===== src/rtl/segment_pkg.sv =====
// Shared types and defaults for the per-box segment statistics path.
// Provides RGB444 nibble selectors, the pixel type, the default VGA band
// geometry and width helpers for the per-box accumulators.
package segment_pkg;

    localparam int unsigned CH_RED   = 2;
    localparam int unsigned CH_GREEN = 1;
    localparam int unsigned CH_BLUE  = 0;

    localparam int unsigned PIXEL_W = 12;
    typedef logic [PIXEL_W-1:0] pixel_t;

    localparam int unsigned DEF_X0      = 51;
    localparam int unsigned DEF_X_PITCH = 90;
    localparam int unsigned DEF_BOX_W   = 74;
    localparam int unsigned DEF_Y_TOP   = 151;
    localparam int unsigned DEF_Y_BOT   = 299;

    // A full row of a box summed at nibble value 15 must fit.
    function automatic int unsigned sumWidth(input int unsigned boxW);
        return 4 + $clog2(boxW);
    endfunction

    // Every pixel of a box over the whole band may be foreground.
    function automatic int unsigned cntWidth(input int unsigned boxW, input int unsigned rows);
        return $clog2(boxW * rows + 1);
    endfunction

endpackage


===== src/rtl/box_decode.sv =====
// Combinational box decoder shared with the overlay generator.
// Ports: hPos/vPos   - pixel position
//        inBand_c    - row lies inside the box band
//        boxHit_c    - column lies inside one of the NUM_BOX boxes
//        boxIdx_c    - index of the hit box (0 when no hit)
module box_decode
    import segment_pkg::*;
#(
    parameter int unsigned NUM_BOX = 6,
    parameter int unsigned X0      = DEF_X0,
    parameter int unsigned X_PITCH = DEF_X_PITCH,
    parameter int unsigned BOX_W   = DEF_BOX_W,
    parameter int unsigned Y_TOP   = DEF_Y_TOP,
    parameter int unsigned Y_BOT   = DEF_Y_BOT
) (
    input  logic [9:0] hPos,
    input  logic [9:0] vPos,
    output logic       inBand_c,
    output logic       boxHit_c,
    output logic [2:0] boxIdx_c
);

    // Boxes must not overlap, and the index has to fit in 3 bits.
    if (X_PITCH < BOX_W) begin : gOverlapCheck
        $error("box_decode: X_PITCH must be >= BOX_W");
    end
    if (NUM_BOX < 1 || NUM_BOX > 8) begin : gNumBoxCheck
        $error("box_decode: NUM_BOX must be in 1..8");
    end

    assign inBand_c = (32'(vPos) >= Y_TOP) && (32'(vPos) <= Y_BOT);

    // Non-overlapping boxes mean at most one iteration can match.
    always_comb begin
        boxHit_c = 1'b0;
        boxIdx_c = '0;
        for (int unsigned k = 0; k < NUM_BOX; k++) begin
            if ((32'(hPos) >= X0 + k * X_PITCH) && (32'(hPos) < X0 + k * X_PITCH + BOX_W)) begin
                boxHit_c = 1'b1;
                boxIdx_c = 3'(k);
            end
        end
    end

endmodule


===== src/rtl/segment_profiler.sv =====
// Per-character-box statistics engine on the VGA pixel path.
// Masks the gaps between boxes inside the band, and per frame accumulates the
// selected colour nibble along the probe row plus a foreground pixel count per
// box. Results are latched once per frame and read back by box index.
// Ports: clk, rst_n         - pixel clock, async active-low reset
//        hcnt, vcnt, pixel_in - incoming raster position and RGB444 pixel
//        pixel_out          - masked pixel, one clock after pixel_in
//        rd_idx             - box index for the combinational read port
//        rd_row_sum, rd_fg_count - latched results of box rd_idx
//        results_valid      - one-cycle pulse on each commit
//        frame_count        - commits since reset (wrapping)
module segment_profiler
    import segment_pkg::*;
#(
    parameter int unsigned NUM_BOX   = 6,
    parameter int unsigned X0        = DEF_X0,
    parameter int unsigned X_PITCH   = DEF_X_PITCH,
    parameter int unsigned BOX_W     = DEF_BOX_W,
    parameter int unsigned Y_TOP     = DEF_Y_TOP,
    parameter int unsigned Y_BOT     = DEF_Y_BOT,
    parameter int unsigned PROBE_ROW = 200,
    parameter int unsigned CH_SEL    = CH_RED,
    parameter int unsigned THRESH    = 8,
    parameter int unsigned SUM_W     = sumWidth(BOX_W),
    parameter int unsigned CNT_W     = cntWidth(BOX_W, Y_BOT - Y_TOP + 1)
) (
    input  logic             clk,
    input  logic             rst_n,
    input  logic [9:0]       hcnt,
    input  logic [9:0]       vcnt,
    input  logic [11:0]      pixel_in,
    output logic [11:0]      pixel_out,
    input  logic [2:0]       rd_idx,
    output logic [SUM_W-1:0] rd_row_sum,
    output logic [CNT_W-1:0] rd_fg_count,
    output logic             results_valid,
    output logic [7:0]       frame_count
);

    if (CH_SEL > CH_RED) begin : gChSelCheck
        $error("segment_profiler: CH_SEL must be 0..2");
    end

    // Decode once on the incoming counters; registering the result next to
    // h/v gives stage 1 the decode of its own registered position.
    logic       inBandIn;
    logic       boxHitIn;
    logic [2:0] boxIdxIn;

    box_decode #(
        .NUM_BOX(NUM_BOX), .X0(X0), .X_PITCH(X_PITCH),
        .BOX_W(BOX_W), .Y_TOP(Y_TOP), .Y_BOT(Y_BOT)
    ) uDecode (
        .hPos    (hcnt),
        .vPos    (vcnt),
        .inBand_c(inBandIn),
        .boxHit_c(boxHitIn),
        .boxIdx_c(boxIdxIn)
    );

    pixel_t pixMasked;
    assign pixMasked = (inBandIn && !boxHitIn) ? pixel_t'(0) : pixel_t'(pixel_in);

    // Stage 1. s1Valid keeps the reset contents of hReg/vReg (0,0) from
    // looking like a frame start on the first edge after reset.
    logic [9:0] hReg;
    logic [9:0] vReg;
    logic [3:0] nibReg;
    logic       s1Valid;
    logic       s1InBand;
    logic       s1Hit;
    logic [2:0] s1Idx;

    always_ff @(posedge clk or negedge rst_n) begin
        if (!rst_n) begin
            hReg      <= '0;
            vReg      <= '0;
            nibReg    <= '0;
            s1Valid   <= 1'b0;
            s1InBand  <= 1'b0;
            s1Hit     <= 1'b0;
            s1Idx     <= '0;
            pixel_out <= '0;
        end else begin
            hReg      <= hcnt;
            vReg      <= vcnt;
            nibReg    <= pixel_in[CH_SEL*4 +: 4];
            s1Valid   <= 1'b1;
            s1InBand  <= inBandIn;
            s1Hit     <= boxHitIn;
            s1Idx     <= boxIdxIn;
            pixel_out <= pixMasked;
        end
    end

    logic frameStart;
    logic commit;
    logic armed;

    assign frameStart = s1Valid && (vReg == 10'd0) && (hReg == 10'd0);
    assign commit     = s1Valid && armed && (vReg == 10'(Y_BOT + 1)) && (hReg == 10'd0);

    logic [SUM_W-1:0] rowAcc [NUM_BOX];
    logic [CNT_W-1:0] fgAcc  [NUM_BOX];
    logic [SUM_W-1:0] rowRes [NUM_BOX];
    logic [CNT_W-1:0] fgRes  [NUM_BOX];

    // Frame start, commit and band accumulation occupy disjoint rows.
    always_ff @(posedge clk or negedge rst_n) begin
        if (!rst_n) begin
            for (int unsigned k = 0; k < NUM_BOX; k++) begin
                rowAcc[k] <= '0;
                fgAcc[k]  <= '0;
                rowRes[k] <= '0;
                fgRes[k]  <= '0;
            end
            armed         <= 1'b0;
            results_valid <= 1'b0;
            frame_count   <= '0;
        end else begin
            results_valid <= commit;
            if (frameStart) begin
                for (int unsigned k = 0; k < NUM_BOX; k++) begin
                    rowAcc[k] <= '0;
                    fgAcc[k]  <= '0;
                end
                armed <= 1'b1;
            end else if (commit) begin
                for (int unsigned k = 0; k < NUM_BOX; k++) begin
                    rowRes[k] <= rowAcc[k];
                    fgRes[k]  <= fgAcc[k];
                end
                armed       <= 1'b0;
                frame_count <= frame_count + 8'd1;
            end else if (s1InBand && s1Hit) begin
                for (int unsigned k = 0; k < NUM_BOX; k++) begin
                    if (32'(s1Idx) == k) begin
                        if (vReg == 10'(PROBE_ROW)) begin
                            rowAcc[k] <= rowAcc[k] + SUM_W'(nibReg);
                        end
                        if (({1'b0, nibReg} < 5'(THRESH)) && (fgAcc[k] != {CNT_W{1'b1}})) begin
                            fgAcc[k] <= fgAcc[k] + CNT_W'(1);
                        end
                    end
                end
            end
        end
    end

    // Out-of-range indices fall through to zero.
    always_comb begin
        rd_row_sum  = '0;
        rd_fg_count = '0;
        for (int unsigned k = 0; k < NUM_BOX; k++) begin
            if (32'(rd_idx) == k) begin
                rd_row_sum  = rowRes[k];
                rd_fg_count = fgRes[k];
            end
        end
    end

endmodule

===== config.mk =====
export PLATFORM = sky130hd
export DESIGN_NAME = segment_profiler
export DESIGN_NICKNAME = d
export VERILOG_FILES = /design/src/rtl/segment_pkg.sv /design/src/rtl/box_decode.sv /design/src/rtl/segment_profiler.sv
export SDC_FILE = /design/constraint.sdc
export NUM_CORES = 1
export LEC_CHECK = 0
export CAP_MARGIN = 5
export CORE_ASPECT_RATIO = 0.5
export CORE_MARGIN = 1
export CORE_UTILIZATION = 40
export DETAILED_ROUTE_END_ITERATION = 10
export GPL_ROUTABILITY_DRIVEN = 0
export SLEW_MARGIN = 20
export SYNTH_ARGS = -nofsm -noshare
export SYNTH_HDL_FRONTEND = slang
export SYNTH_SLANG_ARGS = --single-unit
export TNS_END_PERCENT = 5

===== constraint.sdc =====
create_clock -name clk -period 5.9 [get_ports clk]
set_input_delay 0.59 -clock clk [delete_from_list [all_inputs] [get_ports clk]]
set_output_delay 0.59 -clock clk [all_outputs]
set_load 0.03 [all_outputs]

==> results.txt, run 1 <==
----------------------------------------------------
[Detailed routing]
  Number of detailed-route iterations in the first pass ... 5
  Detailed-route via count ... 14300
  Routed vias/inst ... 5.52
  Per-cell routed wire length ... 18.2 µm
  Detailed-route wire length ... 47300 µm
  Residual antenna-violating net count after detailed routing ... 0
  DRC violation total after the first TritonRoute iteration ... 1250
  Final routed DRC violation total ... 0

[Setup path]
  Critical Path RT ... 5.31 ns
  Reg2Reg Depth ... 7
  Startpoint Class ... primary input
  Setup slack of the worst register-to-register path ... 2.08 ns
  Endpoint of the worst register-to-register path ... fgAcc[42]
  Classification of the worst setup path ... primary input to primary output
  Launching point of the worst reg2reg path ... vReg[1]
  Largest fanout of any net on the critical path ... 28
  Crit path arrival time ... 3.32 ns
  Critical path capture point type ... primary output

[STA]
  Post-route clock skew ... 0.0268 ns
  Unrepaired setup endpoints after global routing ... no
  Number of max-slew violations in the final report ... 0
  Pin slew with the least headroom to its limit ... 1.00 ns
  Final setup TNS ... 0 ns
  Final Hold Viols ... 0
  Setup violators final ... 0
  Upper clock frequency limit ... 0.256 GHz
  Tcrit/Tclk final ... 66.3%
  Worst slew slack as a fraction of its limit ... 33.2%
  Final critical-path required period ... 3.91 ns

[GRT]
  Vias in the first global route ... 14000
  GR Util met2 ... 32.3%
  Gr ovfl total ... 0
  Busiest grt layer ... met2
  Global-route met1 utilization ... 30.4%
  Overall routing resource usage ... 20.9%
  Global-route track usage on met3 ... 3.19%
  First-pass GRT wire length ... 77300 µm
  Number of antenna violations at the first check in global routing ... 0
  Largest net degree at the start of global routing ... 165

[Clock tree]
  Post-CTS Setup Inserts ... 0
  Max H-tree Level ... 2
  Clock insertion delay at the later pin of the skew report ... 0.54 ns
  CTS tree ... built
  Bufs on Longest Clock Path ... 3
  Hold-fix buffers, CTS ... 0
  Clk slew on worst S/H paths ... 0.06 ns
  Number of clock sinks ... 352
  Clock root buffer master ... sky130_fd_sc_hd__clkbuf_16
  Total clock buffers created by CTS ... 36
  Quantity of gates resized following cts ... 0

[Die]
  Die ar. ... 46000 µm²
  Starting density of the core ... 40.9%
  Horizontal die dimension ... 302 µm
  Height of the die ... 152 µm
  I/O Pins ... 83
  Placeable core region ... 44100 µm²
  Floorplan row count ... 54

[Power]
  Overall power consumption ... 0.00512 W
  Static Leak ... 9.49 nW
  Max rail drop VDD ... 0.000164 V
  Power density over the cells ... 250 nW/µm²

[Final layout]
  FILL cells ... 4274
  Post-synthesis to final-layout area growth ... 13.7%
  Cell Count, Final, Fillers Out ... 2597
  Share of final-layout standard cells stronger than drive strength 1 ... 5.53%
  Final Net Count ... 2057
  Antenna fix cells ... 0

[Min path]
  Min-Delay Path Class ... primary input to async pin

[Synth]
  Synth Net Count ... 2030
  Post-synthesis instance total ... 1956
  Main synth FF type ... sky130_fd_sc_hd__dfrtp_1
  Synth async-reset ratio ... 100%
  Sequential fraction of the synthesis area ... 48.8%
  Warning count from the yosys run ... 0
  Cell Area, Synth ... 18000 µm²
  Number of unique standard cell types used by synthesis ... 59
  Number of enable flip-flop cells after synthesis ... 0
  #FFs+latches synth ... 352
  Average cell area after synthesis ... 9.22 µm²

[Job]
  Count of max-cap constraint violations ... 0

[Status]
  Outcome ... complete, no violations

[Placement]
  Count of input and output buffers ... 82
  Total instance count after detailed placement ... 2533
  HPWL after detailed placement ... 31200 µm

----------------------------------------------------
## cells in the final DEF (no fill, tap or decap), drive strengths merged, types with 30 or more instances in the layout
cell	instances
nand2b	62
nand3	60
ha	31
nand2	550
mux2i	107
inv	63
clkdlybuf4s50	80
dfrtp	352
or4	31
nand4	30
a21oi	90
nor2	78
a211oi	45
o21ai	45
clkbuf	50
## sequential cells by signal (all words and copies together) (netlist names)
name,count
pixel_out,12
rowRes,66
s1Idx,3
vReg,10
results_valid,1
fgRes,84
armed,1
rowAcc,66
s1InBand,1
s1Hit,1
nibReg,4
hReg,10
fgAcc,84
s1Valid,1
frame_count,8
## cell families after synthesis
family,synth area share (%)
compound gates,12.0
flops,48.8
simple gates,23.0
fa+ha+maj,2.82
other cells,0.0208
mux,6.94
buf+inv,4.74
xor+xnor,1.65
## synthesized netlist by cell type (26+ instances only)
library cell,count,share of area (%)
sky130_fd_sc_hd__clkbuf_1,83,1.7
sky130_fd_sc_hd__and3_1,26,0.90
sky130_fd_sc_hd__nand2b_1,62,2.2
sky130_fd_sc_hd__a211oi_1,45,1.9
sky130_fd_sc_hd__nand4_1,30,1.0
sky130_fd_sc_hd__nand3_1,60,1.7
sky130_fd_sc_hd__dfrtp_1,352,49
sky130_fd_sc_hd__nor2_1,78,1.6
sky130_fd_sc_hd__mux2i_1,107,5.9
sky130_fd_sc_hd__ha_1,31,2.2
sky130_fd_sc_hd__nand2_1,550,11
sky130_fd_sc_hd__or4_1,30,1.2
sky130_fd_sc_hd__a21oi_1,90,2.5
sky130_fd_sc_hd__o21ai_0,44,1.2
sky130_fd_sc_hd__xnor2_1,27,1.3
sky130_fd_sc_hd__inv_1,61,1.3
## critical path, cell delays in order
cell and delay [ns]:
sky130_fd_sc_hd__clkdlybuf4s50_1 0.45, sky130_fd_sc_hd__buf_4 0.35, sky130_fd_sc_hd__and2_1 0.38, sky130_fd_sc_hd__buf_4 0.31, sky130_fd_sc_hd__a21oi_1 0.10, sky130_fd_sc_hd__o221ai_1 0.35, sky130_fd_sc_hd__clkdlybuf4s50_1 0.76
## routing by layer
metal  vias up  wire length [µm]
met2       285             21500
li1       6867                 -
met1      7127             22600
met5         -                 0
met4         0              1150
met3        67              2100
## cell type report
type | count | area, µm² | share of cell area [%]
Sequential cell | 352 | 8810 | 43.0
Multi-Input combinational cell | 1424 | 8410 | 41.0
Timing Repair Buffer | 107 | 1070 | 5.24
Clock buffer | 50 | 1040 | 5.10
Tap cell | 588 | 736 | 3.59
Inverter | 62 | 238 | 1.16
Clock inverter | 14 | 188 | 0.915
## report_power, final
| group | total [W] | leakage (nW) | internal, W | switching (W) |
|---|---|---|---|---|
| clock network | 0.00242 | 0.595 | 0.00142 | 0.00100 |
| registers | 0.00247 | 4.83 | 0.00244 | 0.0000260 |
| logic | 0.000233 | 4.06 | 0.0000773 | 0.000156 |
## through the flow
stage	setup WS (ns)	hold slack [ns]	instance area, µm²	utilization, %
after floorplan	2.69	0.294	18000	-
after CTS	2.00	0.109	20500	46.5
after global routing	1.88	0.127	20500	46.5
after global placement	2.04	0.455	19300	43.7
final	1.99	0.0608	20500	46.5
after detailed placement	2.01	0.461	19300	43.7
## worst max-delay path by stage
stage                          from         endpoint  slack (ns)  cells after the start
after floorplan           rd_idx[0]  rd_fg_count[11]        2.69                      7
after global placement    rd_idx[1]  rd_fg_count[13]        2.04                      7
after detailed placement  rd_idx[1]   rd_fg_count[1]        2.01                      7
after CTS                 rd_idx[1]   rd_fg_count[1]        2.00                      7
after global routing        vReg[1]        fgAcc[28]        1.88                      7
final                     rd_idx[1]  rd_fg_count[13]        1.99                      7
No activity file was read; power rests on OpenSTA's default activity.
==> run 2: changes to the inputs <==
- clock period: 5.9 -> 3.4 ns (I/O delays scaled with it)
==> run 2 against run 1 <==
  * Global-route usage grew 0.29 points
  * Critical path depth unchanged
  * Via count down 0.35%
  * Combinational power up 85%
  * Die area unchanged
  * Largest cell class unchanged
==> results.txt, run 2 (synthesized netlist as in run 1, its figures left out) <==
----------------------------------------------------
[Clock tree]
  Post-CTS Setup Inserts ... 0 (unchanged)
  Max H-tree Level ... 2 (unchanged)
  Bufs on Longest Clock Path ... 3 (unchanged)
  Total clock buffers created by CTS ... 36 (unchanged)
  Clk slew on worst S/H paths ... 0.07 ns (about the same)
  Number of clock sinks ... 352 (unchanged)
  Clock root buffer master ... sky130_fd_sc_hd__clkbuf_16
  CTS tree ... built
  Clock insertion delay at the later pin of the skew report ... 0.54 ns (about the same)

[Final layout]
  Area occupied by registers ... 8810 µm² (unchanged)
  Area used by multi-input combinational logic ... 8410 µm² (unchanged)
  Share of final-layout standard cells stronger than drive strength 1 ... 7.69% (+2.2 points)
  Post-synthesis to final-layout area growth ... 15.1%
  Antenna fix cells ... 0 (unchanged)
  Commonest non-fill, non-tap cell in the layout ... sky130_fd_sc_hd__nand2_1
  Biggest registers after layout ... fgAcc x84, fgRes x84
  Final Net Count ... 2079 (+1.1%)
  FILL cells ... 4206 (-1.6%)
  Summed area of non-filler cells in the final layout ... 20800 µm² (+1.2%)
  Most frequent cells in the layout ... 550 x sky130_fd_sc_hd__nand2_1, 352 x sky130_fd_sc_hd__dfrtp_1, 107 x sky130_fd_sc_hd__mux2i_1

[Setup path]
  Worst path max stage delay ... 0.65 ns (-0.11 ns)
  Buffer and inverter count on the worst path ... 2 (-2)
  Startpoint Class ... flop
  Crit path max-delay family ... simple AND/OR/NAND/NOR gates
  Classification of the worst setup path ... flop to flop
  Crit path arrival time ... 3.45 ns (+0.13 ns)
  Worst-path cell chain ... or4_1 > buf_4 > nor4_1 > nand3_4 > buf_12 > a2111oi_0 > mux2i_1
  Critical Path RT ... 3.85 ns (-1.46 ns)
  Worst-path cell with the longest stage delay ... sky130_fd_sc_hd__a2111oi_0
  Largest fanout of any net on the critical path ... 112 (+300%)
  Critical path capture point type ... flop

[Power]
  Power density over the cells ... 418 nW/µm² (+67%)
  Static Leak ... 9.66 nW (+1.8%)
  Overall power consumption ... 0.00867 W (+69%)
  Max rail drop VDD ... 0.000264 V (+61%)

[STA]
  Unrepaired setup endpoints after global routing ... no
  Final Hold Viols ... 0 (unchanged)
  Upper clock frequency limit ... 0.334 GHz
  Number of max-slew violations in the final report ... 0 (unchanged)
  Setup slack after layout ... 0.407 ns (-1.58 ns)
  Worst slew slack as a fraction of its limit ... 39.4% (+6.2 points)
  Setup violators final ... 0 (unchanged)
  Final critical-path required period ... 2.99 ns
  Post-route clock skew ... 0.0151 ns (-0.0117 ns)
  Final setup TNS ... 0 ns (unchanged)
  Tcrit/Tclk final ... 88.0%
  Pin slew with the least headroom to its limit ... 0.909 ns (-0.0930 ns)

[Die]
  Height of the die ... 152 µm (unchanged)
  Placeable core region ... 44100 µm² (unchanged)
  Horizontal die dimension ... 302 µm (unchanged)
  I/O Pins ... 83 (unchanged)
  Die ar. ... 46000 µm² (unchanged)
  Floorplan row count ... 54 (unchanged)
  Starting density of the core ... 40.9% (unchanged)

[Detailed routing]
  Number of detailed-route iterations in the first pass ... 5 (unchanged)
  Residual antenna-violating net count after detailed routing ... 0 (unchanged)
  Detailed-route wire length ... 47700 µm (+0.87%)
  DRC violation total after the first TritonRoute iteration ... 968 (-23%)
  Per-cell routed wire length ... 18.2 µm (+0.14%)
  Routed vias/inst ... 5.46 (-1.1%)
  Final routed DRC violation total ... 0 (unchanged)
  Detailed-route via count ... 14300 (-0.35%)

[Placement]
  Count of input and output buffers ... 82 (unchanged)
  HPWL after detailed placement ... 31800 µm (+1.9%)
  Pre-CTS setup slack ... 0.492 ns (-1.52 ns)
  Placed cell area ... 19600 µm² (+1.7%)

[GRT]
  Vias in the first global route ... 13700 (-1.6%)
  Overall routing resource usage ... 21.2% (+0.29 points)
  Gr ovfl total ... 0 (unchanged)
  Number of antenna violations at the first check in global routing ... 0 (unchanged)
  Largest net degree at the start of global routing ... 113 (-32%)
  First-pass GRT wire length ... 78100 µm (+1.1%)

[Job]
  Count of max-cap constraint violations ... 0 (unchanged)

[Min path]
  Min-Delay Path Class ... primary input to flop

[Status]
  Outcome ... complete, no violations

----------------------------------------------------
run 2: cell types whose count changed in the layout (fill, tap and decap cells not counted):
cell and change:
sky130_fd_sc_hd__clkinvlp_4 +3, sky130_fd_sc_hd__clkinv_2 +1, sky130_fd_sc_hd__dlygate4sd3_1 +1, sky130_fd_sc_hd__buf_4 +27, sky130_fd_sc_hd__clkbuf_1 -2, sky130_fd_sc_hd__bufinv_16 -3
sky130_fd_sc_hd__inv_6 -2, sky130_fd_sc_hd__clkdlybuf4s50_1 -25, sky130_fd_sc_hd__buf_12 +19
run 2: worst reg2reg max path, stage by stage, from the launching register on:
cell and delay (ns):
sky130_fd_sc_hd__dfrtp_1 0.35, sky130_fd_sc_hd__or4_1 0.51, sky130_fd_sc_hd__buf_4 0.19, sky130_fd_sc_hd__nor4_1 0.48
sky130_fd_sc_hd__nand3_4 0.13, sky130_fd_sc_hd__buf_12 0.25, sky130_fd_sc_hd__a2111oi_0 0.75, sky130_fd_sc_hd__mux2i_1 0.25
run 2: cell type report:
class	count	area share (%)
Timing Repair Buffer	129	6.82
Clock buffer	48	5.00
Multi-Input combinational cell	1424	40.5
Sequential cell	352	42.4
Tap cell	588	3.54
Inverter	62	1.15
Clock inverter	13	0.518
run 2: final timing paths:
| kind | end | slack, ns | from | depth (start not counted) |
|---|---|---|---|---|
| max reg2reg | fgAcc[6] | 0.41 | vReg[1] | 7 |
| min in group asynchronous | rowRes[4] | 0.43 | rst_n | 2 |
| max | fgAcc[6] | 0.41 | vReg[1] | 7 |
| min | vReg[1] | 0.29 | vcnt[1] | 1 |
| min reg2reg | rowRes[40] | 0.47 | rowRes[40] | 2 |
| max in group asynchronous | fgRes[43] | 2.04 | rst_n | 3 |
run 2: metrics by stage:
stage / utilization [%] / hold WS (ns) / std cells
6_report: 47.1 / 0.287 / 2616
5_1_grt: 47.1 / 0.277 / 2616
4_1_cts: 47.1 / 0.267 / 2616
3_5_place_dp: 44.5 / 0.440 / 2554
3_3_place_gp: 44.5 / 0.436 / 2554
2_1_floorplan: - / 0.0444 / 1956
run 2: repair_timing:
item | in CTS | in global routing
gates resized for setup | 0 | 0
hold endpoints to repair | 88 | 0
hold buffers | 1 | 0
run 2: routing by layer:
metal | share of wire, % | wire [µm] | GRT usage (%)
met1 | 48 | 22800 | 31.8
met2 | 46 | 21700 | 32.0
met3 | 4.7 | 2220 | 3.25
met4 | 2.0 | 937 | 5.17
met5 | 0 | 0 | 0
run 2: report_power, final:
group          switching, W  internal (W)  leakage [nW]
sequential        0.0000434       0.00423          4.83
combinational      0.000282      0.000148          4.28
clock               0.00174       0.00222         0.546
